--- config.mk ---
export PLATFORM = sky130hd
export DESIGN_NAME = rst_seq_ctrl_flat
export DESIGN_NICKNAME = d
export VERILOG_FILES = /design/src/rtl/rst_seq_ctrl_pkg.sv /design/src/rtl/rst_seq_ctrl_if.sv /design/src/rtl/rst_seq_ctrl_sync.sv /design/src/rtl/rst_seq_ctrl.sv /design/src/flat_wrapper.sv
export SDC_FILE = /design/constraint.sdc
export NUM_CORES = 1
export LEC_CHECK = 0
export BUFFER_PORTS_ARGS = -buffer_cell sky130_fd_sc_hd__buf_4
export CELL_PAD_IN_SITES_DETAIL_PLACEMENT = 1
export CELL_PAD_IN_SITES_GLOBAL_PLACEMENT = 2
export CORE_UTILIZATION = 41
export CTS_CLUSTER_DIAMETER = 100
export CTS_CLUSTER_SIZE = 20
export DETAILED_ROUTE_END_ITERATION = 6
export PLACE_DENSITY_LB_ADDON = 0.25
export SYNTH_ARGS = -nofsm -noshare
export SYNTH_HDL_FRONTEND = slang
export SYNTH_SLANG_ARGS = --single-unit
--- constraint.sdc ---
create_clock -name clk -period 3.1 [get_ports clk]
set_input_delay 0.465 -clock clk [delete_from_list [all_inputs] [get_ports clk]]
set_output_delay 0.465 -clock clk [all_outputs]
set_load 0.01 [all_outputs]
--- src/rtl/rst_seq_ctrl_pkg.sv ---
// ----------------------------------------------------------------------------
// rst_seq_ctrl_pkg
// Shared types and constants for the reset sequencer.
//   state_t       : sequencer FSM states
//   DEF_*         : default parameter values
//   RST_VEC_ONES  : all-ones reset vector, sliced to N_STAGES by users
// ----------------------------------------------------------------------------
package rst_seq_ctrl_pkg;

  typedef enum logic [1:0] {
    ST_RST  = 2'd0,
    ST_WAIT = 2'd1,
    ST_DONE = 2'd2,
    ST_HOLD = 2'd3
  } state_t;

  localparam int DEF_N_STAGES    = 4;
  localparam int DEF_DLY_W       = 8;
  localparam int DEF_SYNC_STAGES = 2;

  // Widest reset vector supported; users slice the low N_STAGES bits.
  localparam int MAX_STAGES = 64;
  localparam logic [MAX_STAGES-1:0] RST_VEC_ONES = '1;

endpackage

--- src/rtl/rst_seq_ctrl_if.sv ---
// ----------------------------------------------------------------------------
// rst_seq_ctrl_if
// Control/status bundle of the reset sequencer.
//   i_soft_rst : re-reset request (master -> sequencer)
//   i_dly      : per-stage gap value D (master -> sequencer)
//   o_rst      : per-stage active-high resets (sequencer -> master)
//   o_done     : all stages released (sequencer -> master)
// ----------------------------------------------------------------------------
interface rst_seq_ctrl_if
  import rst_seq_ctrl_pkg::*;
#(
  parameter int N_STAGES = DEF_N_STAGES,
  parameter int DLY_W    = DEF_DLY_W
);
  logic                i_soft_rst;
  logic [DLY_W-1:0]    i_dly;
  logic [N_STAGES-1:0] o_rst;
  logic                o_done;

  modport master (output i_soft_rst, i_dly, input  o_rst, o_done);
  modport slave  (input  i_soft_rst, i_dly, output o_rst, o_done);
endinterface

--- src/rtl/rst_seq_ctrl_sync.sv ---
// ----------------------------------------------------------------------------
// rst_sync_chain
// Reset-release synchronizer: a SYNC_STAGES-deep chain of flops that is
// cleared asynchronously by i_rst and shifts in a 1 on every clock edge.
//   clk       : clock
//   i_rst     : asynchronous active-high reset
//   o_rst_ok  : last flop of the chain; 1 once release has been synchronized
// ----------------------------------------------------------------------------
module rst_sync_chain #(
  parameter int SYNC_STAGES = 2
) (
  input  logic clk,
  input  logic i_rst,
  output logic o_rst_ok
);

  logic [SYNC_STAGES-1:0] r_sync;

  always_ff @(posedge clk or posedge i_rst) begin
    if (i_rst) begin
      r_sync <= '0;
    end else begin
      r_sync <= {r_sync[SYNC_STAGES-2:0], 1'b1};
    end
  end

  assign o_rst_ok = r_sync[SYNC_STAGES-1];

endmodule

--- src/rtl/rst_seq_ctrl.sv ---
// ----------------------------------------------------------------------------
// rst_seq_ctrl
// Reset sequencer. All stage resets assert immediately with i_rst; release is
// synchronous, one stage at a time, with D+1 cycles between releases. A soft
// reset request in DONE replays the sequence.
//   clk    : clock
//   i_rst  : asynchronous active-high reset
//   bus    : rst_seq_ctrl_if.slave (i_soft_rst, i_dly in; o_rst, o_done out)
// ----------------------------------------------------------------------------
module rst_seq_ctrl
  import rst_seq_ctrl_pkg::*;
#(
  parameter int N_STAGES    = DEF_N_STAGES,
  parameter int DLY_W       = DEF_DLY_W,
  parameter int SYNC_STAGES = DEF_SYNC_STAGES
) (
  input  logic         clk,
  input  logic         i_rst,
  rst_seq_ctrl_if.slave bus
);

  localparam int                  IDX_W    = (N_STAGES > 1) ? $clog2(N_STAGES) : 1;
  localparam logic [IDX_W-1:0]    LAST_IDX = IDX_W'(N_STAGES - 1);
  localparam logic [N_STAGES-1:0] ALL_ONES = RST_VEC_ONES[N_STAGES-1:0];

  logic                w_rst_ok;

  state_t              r_state,  w_state_next;
  logic [DLY_W-1:0]    r_cnt,    w_cnt_next;
  logic [DLY_W-1:0]    r_dly_q,  w_dly_q_next;
  logic [IDX_W-1:0]    r_idx,    w_idx_next;
  logic [N_STAGES-1:0] r_rst,    w_rst_next;
  logic                r_done,   w_done_next;

  rst_sync_chain #(
    .SYNC_STAGES (SYNC_STAGES)
  ) u_sync (
    .clk      (clk),
    .i_rst    (i_rst),
    .o_rst_ok (w_rst_ok)
  );

  always_ff @(posedge clk or posedge i_rst) begin
    if (i_rst) begin
      r_state <= ST_RST;
      r_cnt   <= '0;
      r_dly_q <= '0;
      r_idx   <= '0;
      r_rst   <= ALL_ONES;
      r_done  <= 1'b0;
    end else begin
      r_state <= w_state_next;
      r_cnt   <= w_cnt_next;
      r_dly_q <= w_dly_q_next;
      r_idx   <= w_idx_next;
      r_rst   <= w_rst_next;
      r_done  <= w_done_next;
    end
  end

  always_comb begin
    w_state_next = r_state;
    w_cnt_next   = r_cnt;
    w_dly_q_next = r_dly_q;
    w_idx_next   = r_idx;
    w_rst_next   = r_rst;
    w_done_next  = r_done;

    case (r_state)
      ST_RST: begin
        w_rst_next  = ALL_ONES;
        w_done_next = 1'b0;
        if (w_rst_ok) begin
          w_dly_q_next = bus.i_dly;
          w_cnt_next   = '0;
          w_idx_next   = '0;
          w_state_next = ST_WAIT;
        end
      end

      ST_WAIT: begin
        // Equality compare on a DLY_W counter: D = max never wraps.
        if (r_cnt == r_dly_q) begin
          w_rst_next[r_idx] = 1'b0;
          w_cnt_next        = '0;
          if (r_idx == LAST_IDX) begin
            w_done_next  = 1'b1;
            w_state_next = ST_DONE;
          end else begin
            w_idx_next = r_idx + 1'b1;
          end
        end else begin
          w_cnt_next = r_cnt + 1'b1;
        end
      end

      ST_DONE: begin
        if (bus.i_soft_rst) begin
          w_rst_next   = ALL_ONES;
          w_done_next  = 1'b0;
          w_cnt_next   = '0;
          w_state_next = ST_HOLD;
        end
      end

      ST_HOLD: begin
        w_rst_next = ALL_ONES;
        // Leaving HOLD goes through RST (rst_ok is already 1) so the new gap
        // is latched there and the replay restarts at S+D+2, one edge after
        // the hold count expires.
        if (r_cnt == r_dly_q) begin
          w_cnt_next   = '0;
          w_state_next = ST_RST;
        end else begin
          w_cnt_next = r_cnt + 1'b1;
        end
      end

      default: begin
        w_state_next = ST_RST;
      end
    endcase
  end

  assign bus.o_rst  = r_rst;
  assign bus.o_done = r_done;

endmodule
--- src/flat_wrapper.sv ---
// flat-port wrapper written by rule: the top's interface ports become plain ports
module rst_seq_ctrl_flat import rst_seq_ctrl_pkg::*;
#(
  parameter int N_STAGES    = DEF_N_STAGES,
  parameter int DLY_W       = DEF_DLY_W,
  parameter int SYNC_STAGES = DEF_SYNC_STAGES
)
  (clk, i_rst, bus_i_soft_rst, bus_i_dly, bus_o_rst, bus_o_done);
  rst_seq_ctrl_if #(.N_STAGES(N_STAGES), .DLY_W(DLY_W)) bus_i ();
  input  logic clk;
  input  logic i_rst;
  input wire logic [$bits(bus_i.i_soft_rst)-1:0] bus_i_soft_rst;
  input wire logic [$bits(bus_i.i_dly)-1:0] bus_i_dly;
  output wire logic [$bits(bus_i.o_rst)-1:0] bus_o_rst;
  output wire logic [$bits(bus_i.o_done)-1:0] bus_o_done;
  assign bus_i.i_soft_rst = bus_i_soft_rst;
  assign bus_i.i_dly = bus_i_dly;
  assign bus_o_rst = bus_i.o_rst;
  assign bus_o_done = bus_i.o_done;
  rst_seq_ctrl #(.N_STAGES(N_STAGES), .DLY_W(DLY_W), .SYNC_STAGES(SYNC_STAGES)) u_core (.clk(clk), .i_rst(i_rst), .bus(bus_i));
endmodule
Word level (Yosys, flattened, before mapping). Index checks and enable logic that the tools add are counted.

Word-level logic and storage cells: 59. Memory bits (writable): 0. Output and inout port bits: 5. Input bits: 11. ROM bits: 0. Bits in latches: 0. Register bits: 27. Memories: 0.

Divide/modulo/power cells: 0. Muxes and demuxes: 23. Reduce and logical (&&, ||, !) cells: 12. Bitwise logic cells: 2. Equal/unequal tests: 11. Add/sub/neg operators: 2. $mul: 0. Shifts and indexed selects: 0. $lt $le $gt $ge: 2.

Operators by type and width (number): 8-bit two-way mux (3); 8-bit case mux with 3 select lines (1); 2-bit two-way mux (8); 4-bit case mux with 3 select lines (1); 8-bit by 1-bit adder with 8-bit output, second input constant (1); 8-bit equality test (1); 4-bit two-way mux (2); 2-bit case mux with 4 select lines (1); 4-bit AND reduction (2); 2-bit equality test, second input constant (3); 2-bit by 1-bit inequality test with 1-bit output, second input constant (3); 2-bit inequality test, second input constant (3); 2-bit AND reduction (3); 5-bit AND reduction (1); 4-bit AND (1); 1-bit two-way mux (4); 4-bit inverter (1); 2-bit case mux with 2 select lines (1); 2-bit OR reduction (2); 2-bit by 3-bit < comparator with 1-bit output, second input constant (1); 1-bit case mux with 3 select lines (1); 3-bit nonzero test (1); 2-bit by 1-bit adder with 2-bit output, second input constant (1); 1-bit demux with 2-bit select (1); other kinds (5) (5).

Longest topological paths before layout. Gate-level depths: netlist (run 1).

Depth after elaboration: 8. Gate-level depth with buffers: 9. Gate-level depth less buffers: 7.

Hierarchy. A second synthesis (run 1) with hierarchy kept.

Cells, all modules: 143. Area, all modules: 1488.9 um^2.

By module, submodules not included: rst_seq_ctrl (instances 1, area each 1431.4 um^2, sequential area each 630.6 um^2, cells an instance 139); rst_sync_chain (instances 1, area each 57.6 um^2, sequential area each 50.0 um^2, cells an instance 4).

Worst setup path after synthesis (run 1). OpenSTA, ideal clock, no wires.

Path kind: flip-flop to flip-flop. Start point: reg u_core.r_state[0]. End point: reg u_core.r_state[1]. Clock period less this slack: 1.838 ns. Library setup time: 0.128 ns. Stages on the path, launching flop included: 8. Data required time: 2.972 ns. Buffers on the path: 1. Arrival: 1.711 ns. Setup slack: 1.262 ns. Cells stage by stage: dfrtp_1 > inv_1 > ha_1 > nand2b_1 > clkbuf_1 > nand2_1 > nor3_4 > mux2_1.

Cells in the longest elaborated chain, start to end: 3. Elaborated cells between the ends (all ways): 11. Those cells by class: eq/ne (8); mux (1); reduce/logical (2).

RTL lines: from (decl) (line rst_seq_ctrl.sv:28) `state_t r_state, w_state_next;`; from (signal assigned) (line rst_seq_ctrl.sv:52) `r_state <= w_state_next;`; 2-bit equality test (tied with other cells) (line rst_seq_ctrl.sv:69) `case (r_state)`; 2-bit by 1-bit inequality test with 1-bit output (no source line) or 2-bit inequality test (tied branches); 5-bit AND reduction (no source line).

Several ways; a longest one is shown, not always the timed one. A chain may end at the register's enable or synchronous reset.

Worst setup path in the final report (run 1). Same ends and word-level chain as after synthesis.

==> impl_results.md, run 1 <==
- Final min period: 2.18 ns
- Met2 Resource Use GR: approximately 32%
- Diode count: 0
- First-pass DRT Iterations: 4
- Yosys warns: 0
- GRT met3 Usage: 2.74%
- Max Root-Sink Buffers: 2
- GR peak layer: met2
- Area of the mapped netlist: 0.00150 sq mm
- Post-synth EDFFs: 0
- Die Y: 62.5 microns
- RSZ-0062 raised after global routing: false
- Vias: 1,063
- DRC errors left: 0
- Crit-path cells: inv_1, ha_1, nand2b_1, nand2_1, nor3_4, mux2_1
- CP bufs+invs: 1
- Fillers: 380
- Worst hold path class: in -> reg
- Port buffer count: 15
- Final Core Density: between 40% and 50%
- Worst slew pin tran: 1.03 ns
- Worst Skew: 0.00804 ns
- First-pass GRT wire length: ~5600 microns
- Setup Buffers After CTS: 0
- Final GP Congestion: 0.741
- Kind of end point of the critical path: flop
- Register area share after synthesis: 45.3%
- Vias in the first global route: approximately 1,200
- Worst r2r path cells: 6
- WHS Path Cells: 2
- Largest net degree at the start of global routing: 28
- 1st-iter DRT viols: 35
- Cell Area, Placed: around 0.0017 sq mm
- Met1 global-route usage: 23.3%
- Largest cells by area after synthesis: dfrtp_1, ha_1, dfstp_2, mux2_2, xor2_1
- H-tree depth: 1
- Clock root buffer: clkbuf_4
- CP peak stage delay: between 0.4 and 0.5 ns
- Post-DP HPWL: about 2500 microns
- Clk Latency, worst-skew pair: 0.33 ns
- Synth Flop Type: dfrtp_1
- Peak supply drop: 0.375 mV
- Cts repair resizes: 0
- Crit path required time: 3.32 ns
- FFs w/ async S/R, synth: 100%
- Cell count after synthesis: 138
- Crit Path Class: reg -> reg
- IO Pins: 16
- GRT Total Usage: 18.3%
- Startpoint Class: flop
- CTS sink cnt: 27
- Crit-path slowest cell: dfrtp_1
- Final hold vios: 0
- P&R area growth vs syn: 12.2%
- TritonCTS Buffers: 3
- Worst slew margin: 31.4%
- Outcome: finished, final reports clean
- Max-slew violation count: 0
- Vias per cell: 5.32
- Worst Path Arrival: 2.40 ns
- Share of the synthesized area in the top cell type: a little under two fifths
- Cell leakage power: 0.740 nW
- Total power: 1.34 mW
- Initial Utilization: 44.0%
- Fin crit share: a little over two thirds
- Die width: 62.5 microns
- Maximum fanout along the worst path: 11
- Final worst slack: 0.922 ns
- Place WS: 0.899 ns
- Die area: 0.00391 sq mm
- Post-route cell area: around 0.0017 sq mm
- Setup violation total in the final timing report: 0
- Final WL: 3180 microns
- Row count: 21
- Initial antenna violation count: 0
- Delay-heaviest family, CP: simple AND/OR/NAND/NOR gates
- TritonCTS clock tree: built
- Fin nets: 176
- Remaining antenna violation count: 0
- Mapped Nets: roughly 160
- Crit path depth: 6
- PD cells: 797 mW/mm^2
- Post-synth top area cell: dfrtp_1
- Synth cell types: 34
- Post-Syn Area per Cell: 10.9 sq um
- Fmax: 459 MHz
- Setup tns final: 0 ns
- CTS hold repair buffers: 0
- DR WL/cell: 15.9 microns
- Number of synthesized register bits: 27
- Clock slew at reported path FFs: roughly 0.15 ns
- Remaining global-route overflow: 0
- Layout cells sized above 1: 26.6%
- Maxcap violations: 0
- Core Box Area: 0.00342 sq mm
cell usage after synthesis, types with 3 or more instances:
cell      count
ha_1         10
dfstp_2       4
o311ai_2      3
o21ai_1      11
nand3_1       7
mux2_2        8
nor2_1        4
dfrtp_1      23
o21ai_0       4
nand2_1      17
xor2_1        8
nand2b_1      3
nor3_1        3
inv_1         8
stage by stage:
stage | std cells | hold slack (ns)
global route | 200 | 0.336
global placement | 196 | 0.340
CTS | 200 | 0.349
finish | 200 | 0.354
floorplan | 138 | 0.331
detailed placement | 196 | 0.343
where the power goes:
part / internal (mW) / switching, mW / leakage (nW)
clock network: 0.0505 / 0.106 / 0.0150
logic: 0.266 / 0.384 / 0.392
registers: 0.451 / 0.0857 / 0.333
flip-flops by register name (all words and copies together), names as in the netlist:
| name | flops |
|---|---|
| u_core.u_sync.r_sync | 2 |
| u_core.r_idx | 2 |
| u_core.bus.o_rst | 4 |
| u_core.r_dly_q | 8 |
| u_core.r_state | 2 |
| u_core.r_cnt | 8 |
| u_core.bus.o_done | 1 |
layer usage:
layer	part of all wire (%)	vias to the layer above
met3	2.5	4
met1	46	532
met2	51	17
met5	0	-
met4	0.60	0
li1	-	510
final cells by class:
cell class | count | area (sq um) | area share [%]
multi-input cells | 100 | 779 | 46.2
flip-flops and latches | 27 | 681 | 40.4
repair buffers | 15 | 113 | 6.68
well taps | 46 | 57.6 | 3.41
inverters | 8 | 30.0 | 1.78
clock buffers | 4 | 26.3 | 1.56
worst paths after layout:
path                            slack (ns)                                end                               from
max in group asynchronous             2.12        u_core.r_idx[0]$_DFFE_PP0P_                              i_rst
worst min register to register        0.37  u_core.u_sync.r_sync[1]$_DFF_PP0_  u_core.u_sync.r_sync[0]$_DFF_PP0_
min in group asynchronous             0.37      u_core.r_dly_q[5]$_DFFE_PP0P_                              i_rst
worst max-delay path                  0.92      u_core.r_state[1]$_DFFE_PP0P_      u_core.r_state[0]$_DFFE_PP0P_
worst max register to register        0.92      u_core.r_state[1]$_DFFE_PP0P_      u_core.r_state[0]$_DFFE_PP0P_
worst min-delay path                  0.35      u_core.r_dly_q[2]$_DFFE_PP0P_                       bus_i_dly[2]
placed cells by master, fill, tap and decap left out, types with 7 or more instances in the layout:
master	n
xor2_1	8
ha_1	10
nand3_1	7
nand2_1	17
inv_1	8
dfrtp_1	23
buf_4	15
o21ai_1	11
mux2_2	8
worst register-to-register path, cell delays in order, from the launching register on:
cell	delay, ns
dfrtp_1	0.46
inv_1	0.11
ha_1	0.22
nand2b_1	0.31
nand2_1	0.36
nor3_4	0.28
mux2_1	0.34
cell families (layout without fill, tap and decap cells):
group | after synthesis | in the layout | share of synthesized area [%]
flip-flops | 27 | 27 | 45.3
buffers and inverters | 11 | 27 | 2.83
AND/OR/NAND/NOR | 43 | 43 | 17.5
multiplexers | 9 | 9 | 6.74
adder cells (fa/ha/maj) | 10 | 10 | 8.33
AO/OA/AOI/OAI | 29 | 29 | 14.4
XOR/XNOR | 8 | 8 | 4.66
other | 1 | 1 | 0.250
(Power assumes the default switching activity.)
==> inputs of run 2 (changes only) <==
ABC_AREA = 1   (was unset)
CORE_UTILIZATION = 32   (was 41)
clock period = 1.9 ns   (was 3.1 ns; I/O delays follow)
==> run 2 against run 1 <==
  * Hold slack got worse by 0.28 ns
  * Combinational power rose by 80%
  * Non-clock buffer count rose by 1
  * Design area rose by 3.3%
  * Clock skew fell by 0.0039 ns
  * Largest cell class unchanged
  * Final cell count rose by 19%
  * Via count rose by 5.3%
  * Register-to-register slack got worse by 0.70 ns
==> impl_results.md, run 2 <==
- Post-DP HPWL: about 2300 microns
- Cell count after synthesis: 167
- Sw Pwr: 1.02 mW
- Most frequent cell after synthesis: nand2_1
- Commonest non-fill, non-tap cell in the layout: nand2_1
- Number of synthesized register bits: 27
- Initial Utilization: 34.1%
- Worst Path Arrival: 1.84 ns
- Multi-input gate area: 736 sq um
- Max Root-Sink Buffers: 2
- Crit path required time: 2.06 ns
- Worst Skew: approximately 0.0041 ns
- Post-Syn Area per Cell: slightly above 9 sq um
- Setup tns final: 0 ns
- DR WL/cell: 12.8 microns
- DRC errors left: 0
- Clock root buffer: clkbuf_8
- Cell leakage power: 0.832 nW
- P&R area growth vs syn: 14.1%
- Kind of end point of the critical path: flop
- Final hold vios: 0
- 1st-iter DRT viols: 45
- Max-slew violation count: 0
- Initial antenna violation count: 0
- Layout cells sized above 1: 25.9%
- First-pass DRT Iterations: 6
- Remaining antenna violation count: 0
- Die area: 0.00505 sq mm
- Sequential Power Share: 38.6%
- Register area share after synthesis: between 40% and 50%
- Sw frac: 41.8%
- Fin nets: 207
- Port buffer count: 15
- Crit-path cells: inv_1, ha_1, nand2_1, mux2_2
- Fillers: 527
- Largest net degree at the start of global routing: 28
- Yosys warns: 0
- Outcome: finished, final reports clean
- Seq. cell area: 681 sq um
- Final min period: 1.67 ns
- Synth cell types: 28
- Setup violation total in the final timing report: 0
- Fin crit share: 88.1%
- Area of the mapped netlist: 0.00153 sq mm
- Most frequent cells in the layout: nand2_1, inv_1, dfrtp_1
- Clk Latency, worst-skew pair: approximately 0.27 ns
- Crit Path Class: reg -> reg
- Diode count: 0
- Int Power: 1.42 mW
- Fmax: 597 MHz
- Cts repair resizes: 0
- Remaining global-route overflow: 0
- CP bufs+invs: 1
- Placed insts: ~230
- Worst hold path class: in -> async
- Clock slew at reported path FFs: ~0.090 ns
- Total power: around 2.4 mW
- Die width: 71.1 microns
- FFs w/ async S/R, synth: 100%
- Fin Hold WS: 0.0730 ns
- Largest cells by area after synthesis: dfrtp_1, ha_1, nand2_1, dfstp_2, inv_1
- First-pass GRT wire length: approximately 5400 microns
- Non-filler instance count after layout: 237
- Peak supply drop: 0.706 mV
- TritonCTS Buffers: 3
- Final Core Density: just under 40%
- Crit-path slowest cell: dfrtp_1
- IO Pins: 16
- PD cells: between 1000 and 1500 mW/mm^2
- GRT Total Usage: 13.6%
- Core Box Area: roughly 0.0045 sq mm
- Delay-heaviest family, CP: flip-flops
- Vias in the first global route: 1,208
- Die Y: a little over 70 microns
- CP peak stage delay: 0.44 ns
- Clock share of power: 13.4%
- RSZ-0062 raised after global routing: false
- Row count: 24
- Synth Flop Type: dfrtp_1
- Final GP Congestion: 0.711
- CTS hold repair buffers: 0
- Mapped Nets: between 150 and 200
- Share of the synthesized area in the top cell type: 37.7%
- Post-synth top area cell: dfrtp_1
- Gate power share: 48.1%
- Startpoint Class: flop
- CTS sink cnt: 27
- Setup Buffers After CTS: 0
- Post-synth EDFFs: 0
- Maximum fanout along the worst path: 11
- Maxcap violations: 0
- H-tree depth: 1
- TritonCTS clock tree: built
- Post-synth top cells: nand2_1, inv_1, dfrtp_1
- Vias per cell: 4.72
- Final WL: about 3000 microns
- Vias: 1,119
==> run 2: final timing paths <==
path                                              startpoint                                end  slack, ns  cells past startpoint
setup / recovery               u_core.r_state[0]$_DFFE_PP0P_      u_core.r_dly_q[7]$_DFFE_PP0P_       0.23                      4
hold / removal                                         i_rst        u_core.r_idx[1]$_DFFE_PP0P_       0.07                      3
setup reg to reg               u_core.r_state[0]$_DFFE_PP0P_      u_core.r_dly_q[7]$_DFFE_PP0P_       0.23                      4
hold reg to reg            u_core.u_sync.r_sync[0]$_DFF_PP0_  u_core.u_sync.r_sync[1]$_DFF_PP0_       0.36                      0
max in group asynchronous                              i_rst    u_core.bus.o_rst[3]$_DFFE_PP1P_       1.53                      3
min in group clk                                bus_i_dly[2]      u_core.r_dly_q[2]$_DFFE_PP0P_       0.24                      2
==> run 2: logic make-up (layout without fill, tap and decap cells) <==
group	after synthesis	count (layout)	synth area share, %
AOI/OAI and AO/OA	19	19	8.20
xor gates and xnor gates	11	11	6.80
adders and majority gates	10	10	8.20
buffers and inverters	27	45	7.21
DFF	27	27	44.6
muxes	5	5	3.69
other	1	1	0.246
and+or+nand+nor	67	67	21.1
==> run 2: layout make-up <==
class	count	share of cell area, %
clock buffer	3	2.37
clock inverter	1	0.287
tap	52	3.74
inverter	25	5.39
timing repair buffer	16	6.90
multi-input combinational	113	42.2
sequential	27	39.1
==> run 2: power by group through the flow <==
| stage | combinational (mW) | sequential (mW) | clock (mW) |
|---|---|---|---|
| CTS | 1.20 | 0.948 | 0.352 |
| detailed placement | 1.19 | 0.960 | 0 |
| global placement | 1.15 | 0.945 | 0 |
| floorplan | 0.899 | 0.939 | 0 |
| global route | 1.34 | 0.976 | 0.375 |
| finish | 1.17 | 0.942 | 0.326 |
==> run 2: worst register-to-register path: stages (launching register included) <==
cell,delay (ns)
dfrtp_1,0.44
inv_1,0.09
ha_1,0.27
nand2_1,0.37
mux2_2,0.40
==> run 2: through the flow <==
stage / setup slack [ns] / area [sq um]
2_1_floorplan: 0.479 / 1530
3_3_place_gp: 0.262 / 1700
3_5_place_dp: 0.193 / 1700
4_1_cts: 0.175 / 1740
5_1_grt: 0.0663 / 1740
6_report: 0.226 / 1740
==> run 2: routing by layer <==
| layer | vias up | track usage, % | part of all wire (%) |
|---|---|---|---|
| met1 | 543 | 15.8 | 44 |
| met3 | 5 | 3.42 | 3.0 |
| met5 | - | 0 | 0 |
| met4 | 0 | 3.11 | 1.5 |
| met2 | 16 | 25.2 | 51 |
| li1 | 555 | - | - |
==> inputs of run 3 (changes only) <==
CORE_ASPECT_RATIO = 1.75   (was unset)
==> run 3 against run 2 <==
  * First-iteration DRC count down 36%
  * Non-clock buffer count up 1
  * Sequential cell count unchanged
  * Global-route usage up 2.0 points
  * Critical path type unchanged
  * Largest cell class unchanged
==> impl_results.md, run 3 (synthesis gave the netlist of run 2 again) <==
- Outcome: finished, final reports clean
- Clock slew at reported path FFs: about 0.1 ns
- RSZ-0062 raised after global routing: false
- Remaining antenna violation count: 0
- IO Pins: 16
- Final WL: 3230 microns
- TritonCTS Buffers: 3
- Diode count: 0
- CTS sink cnt: 27
- First-pass DRT Iterations: 2
- Fin crit share: 84.8%
- Layout cells sized above 1: 25.8%
- Port buffer count: 15
- Commonest non-fill, non-tap cell in the layout: nand2_1
- TritonCTS clock tree: built
- Vias per cell: approximately 4.7
- H-tree depth: 1
- Cts repair resizes: 0
- Setup tns final: 0 ns
- Largest net degree at the start of global routing: 28
- Max-slew violation count: 0
- DR WL/cell: 13.6 microns
- Crit path required time: 2.07 ns
- Row count: 32
- CTS hold repair buffers: 0
- Die area: just over 0.005 sq mm
- Final Core Density: 39.0%
- Final hold vios: 0
- P&R area growth vs syn: 14.4%
- Initial Utilization: approximately 34%
- Final GP Congestion: 0.758
- Kind of end point of the critical path: flop
- Clk Latency, worst-skew pair: 0.27 ns
- Die Y: 93.4 microns
- Startpoint Class: flop
- Clock root buffer: clkbuf_8
- Setup Buffers After CTS: 0
- Fin nets: 208
- Most frequent cells in the layout: nand2_1, inv_1, dfrtp_1
- Die width: 54.2 microns
- Crit Path Class: reg -> reg
- Fillers: 539
- Remaining global-route overflow: 0
- Total power: approximately 2.5 mW
- First-pass GRT wire length: about 5700 microns
- GRT Total Usage: between 15 and 20%
- Cell leakage power: 0.835 nW
- Maxcap violations: 0
- Maximum fanout along the worst path: 11
- Final min period: between 1.5 and 2 ns
- Core Box Area: 0.00448 sq mm
- Max Root-Sink Buffers: 2
- Worst Path Arrival: 1.78 ns
- Worst hold path class: in -> async
- Worst Skew: 0.00153 ns
- Peak supply drop: 0.651 mV
- PD cells: 1420 mW/mm^2
- Fmax: 620 MHz
- Post-DP HPWL: 2580 microns
- Vias: 1,123
- Initial antenna violation count: 0
- Vias in the first global route: 1,296
- 1st-iter DRT viols: 29
- Setup violation total in the final timing report: 0
- DRC errors left: 0
==> run 3: through the flow <==
stage	worst slack, ns	cells	cell area, sq um	hold slack [ns]
after global placement	0.313	233	1700	0.335
after CTS	0.242	237	1750	0.0858
after detailed placement	0.261	233	1700	0.336
after global routing	0.100	237	1750	0.0987
final	0.288	237	1750	0.0653
after floorplan	0.479	167	1530	0.331
==> run 3: metal layers <==
metal	vias to the layer above	GRT usage [%]	wire, microns
met2	10	31.2	1960
met4	0	5.13	29
met3	2	1.95	45
li1	555	-	-
met1	556	15.0	1190
met5	-	0	0
==> run 3: layout make-up <==
type	count	area [sq um]	share of cell area (%)
multi-input combinational	113	736	42.1
clock buffer	4	45.0	2.58
sequential	27	681	39.0
tap	51	63.8	3.65
inverter	25	93.8	5.37
timing repair buffer	17	128	7.31
==> run 3: where the power goes <==
| group | internal [mW] | total (mW) | switching, mW |
|---|---|---|---|
| logic | 0.496 | 1.21 | 0.711 |
| clock network | 0.150 | 0.337 | 0.187 |
| registers | 0.789 | 0.940 | 0.151 |
==> run 3: path summary, 6_finish.rpt <==
path,from,endpoint,slack (ns),depth (start not counted)
min,i_rst,u_core.r_idx[1]$_DFFE_PP0P_,0.07,3
min reg2reg,u_core.u_sync.r_sync[0]$_DFF_PP0_,u_core.u_sync.r_sync[1]$_DFF_PP0_,0.36,0
max reg2reg,u_core.r_state[0]$_DFFE_PP0P_,u_core.r_dly_q[3]$_DFFE_PP0P_,0.29,4
min in group clk,bus_i_dly[6],u_core.r_dly_q[6]$_DFFE_PP0P_,0.24,2
max,u_core.r_state[0]$_DFFE_PP0P_,u_core.r_dly_q[3]$_DFFE_PP0P_,0.29,4
max in group asynchronous,i_rst,u_core.bus.o_rst[0]$_DFFE_PP1P_,1.52,3
==> run 3: critical path, cell delays in order (launching register included) <==
cell	delay, ns
dfrtp_1	0.43
inv_1	0.08
ha_1	0.25
nand2_1	0.35
mux2_2	0.39
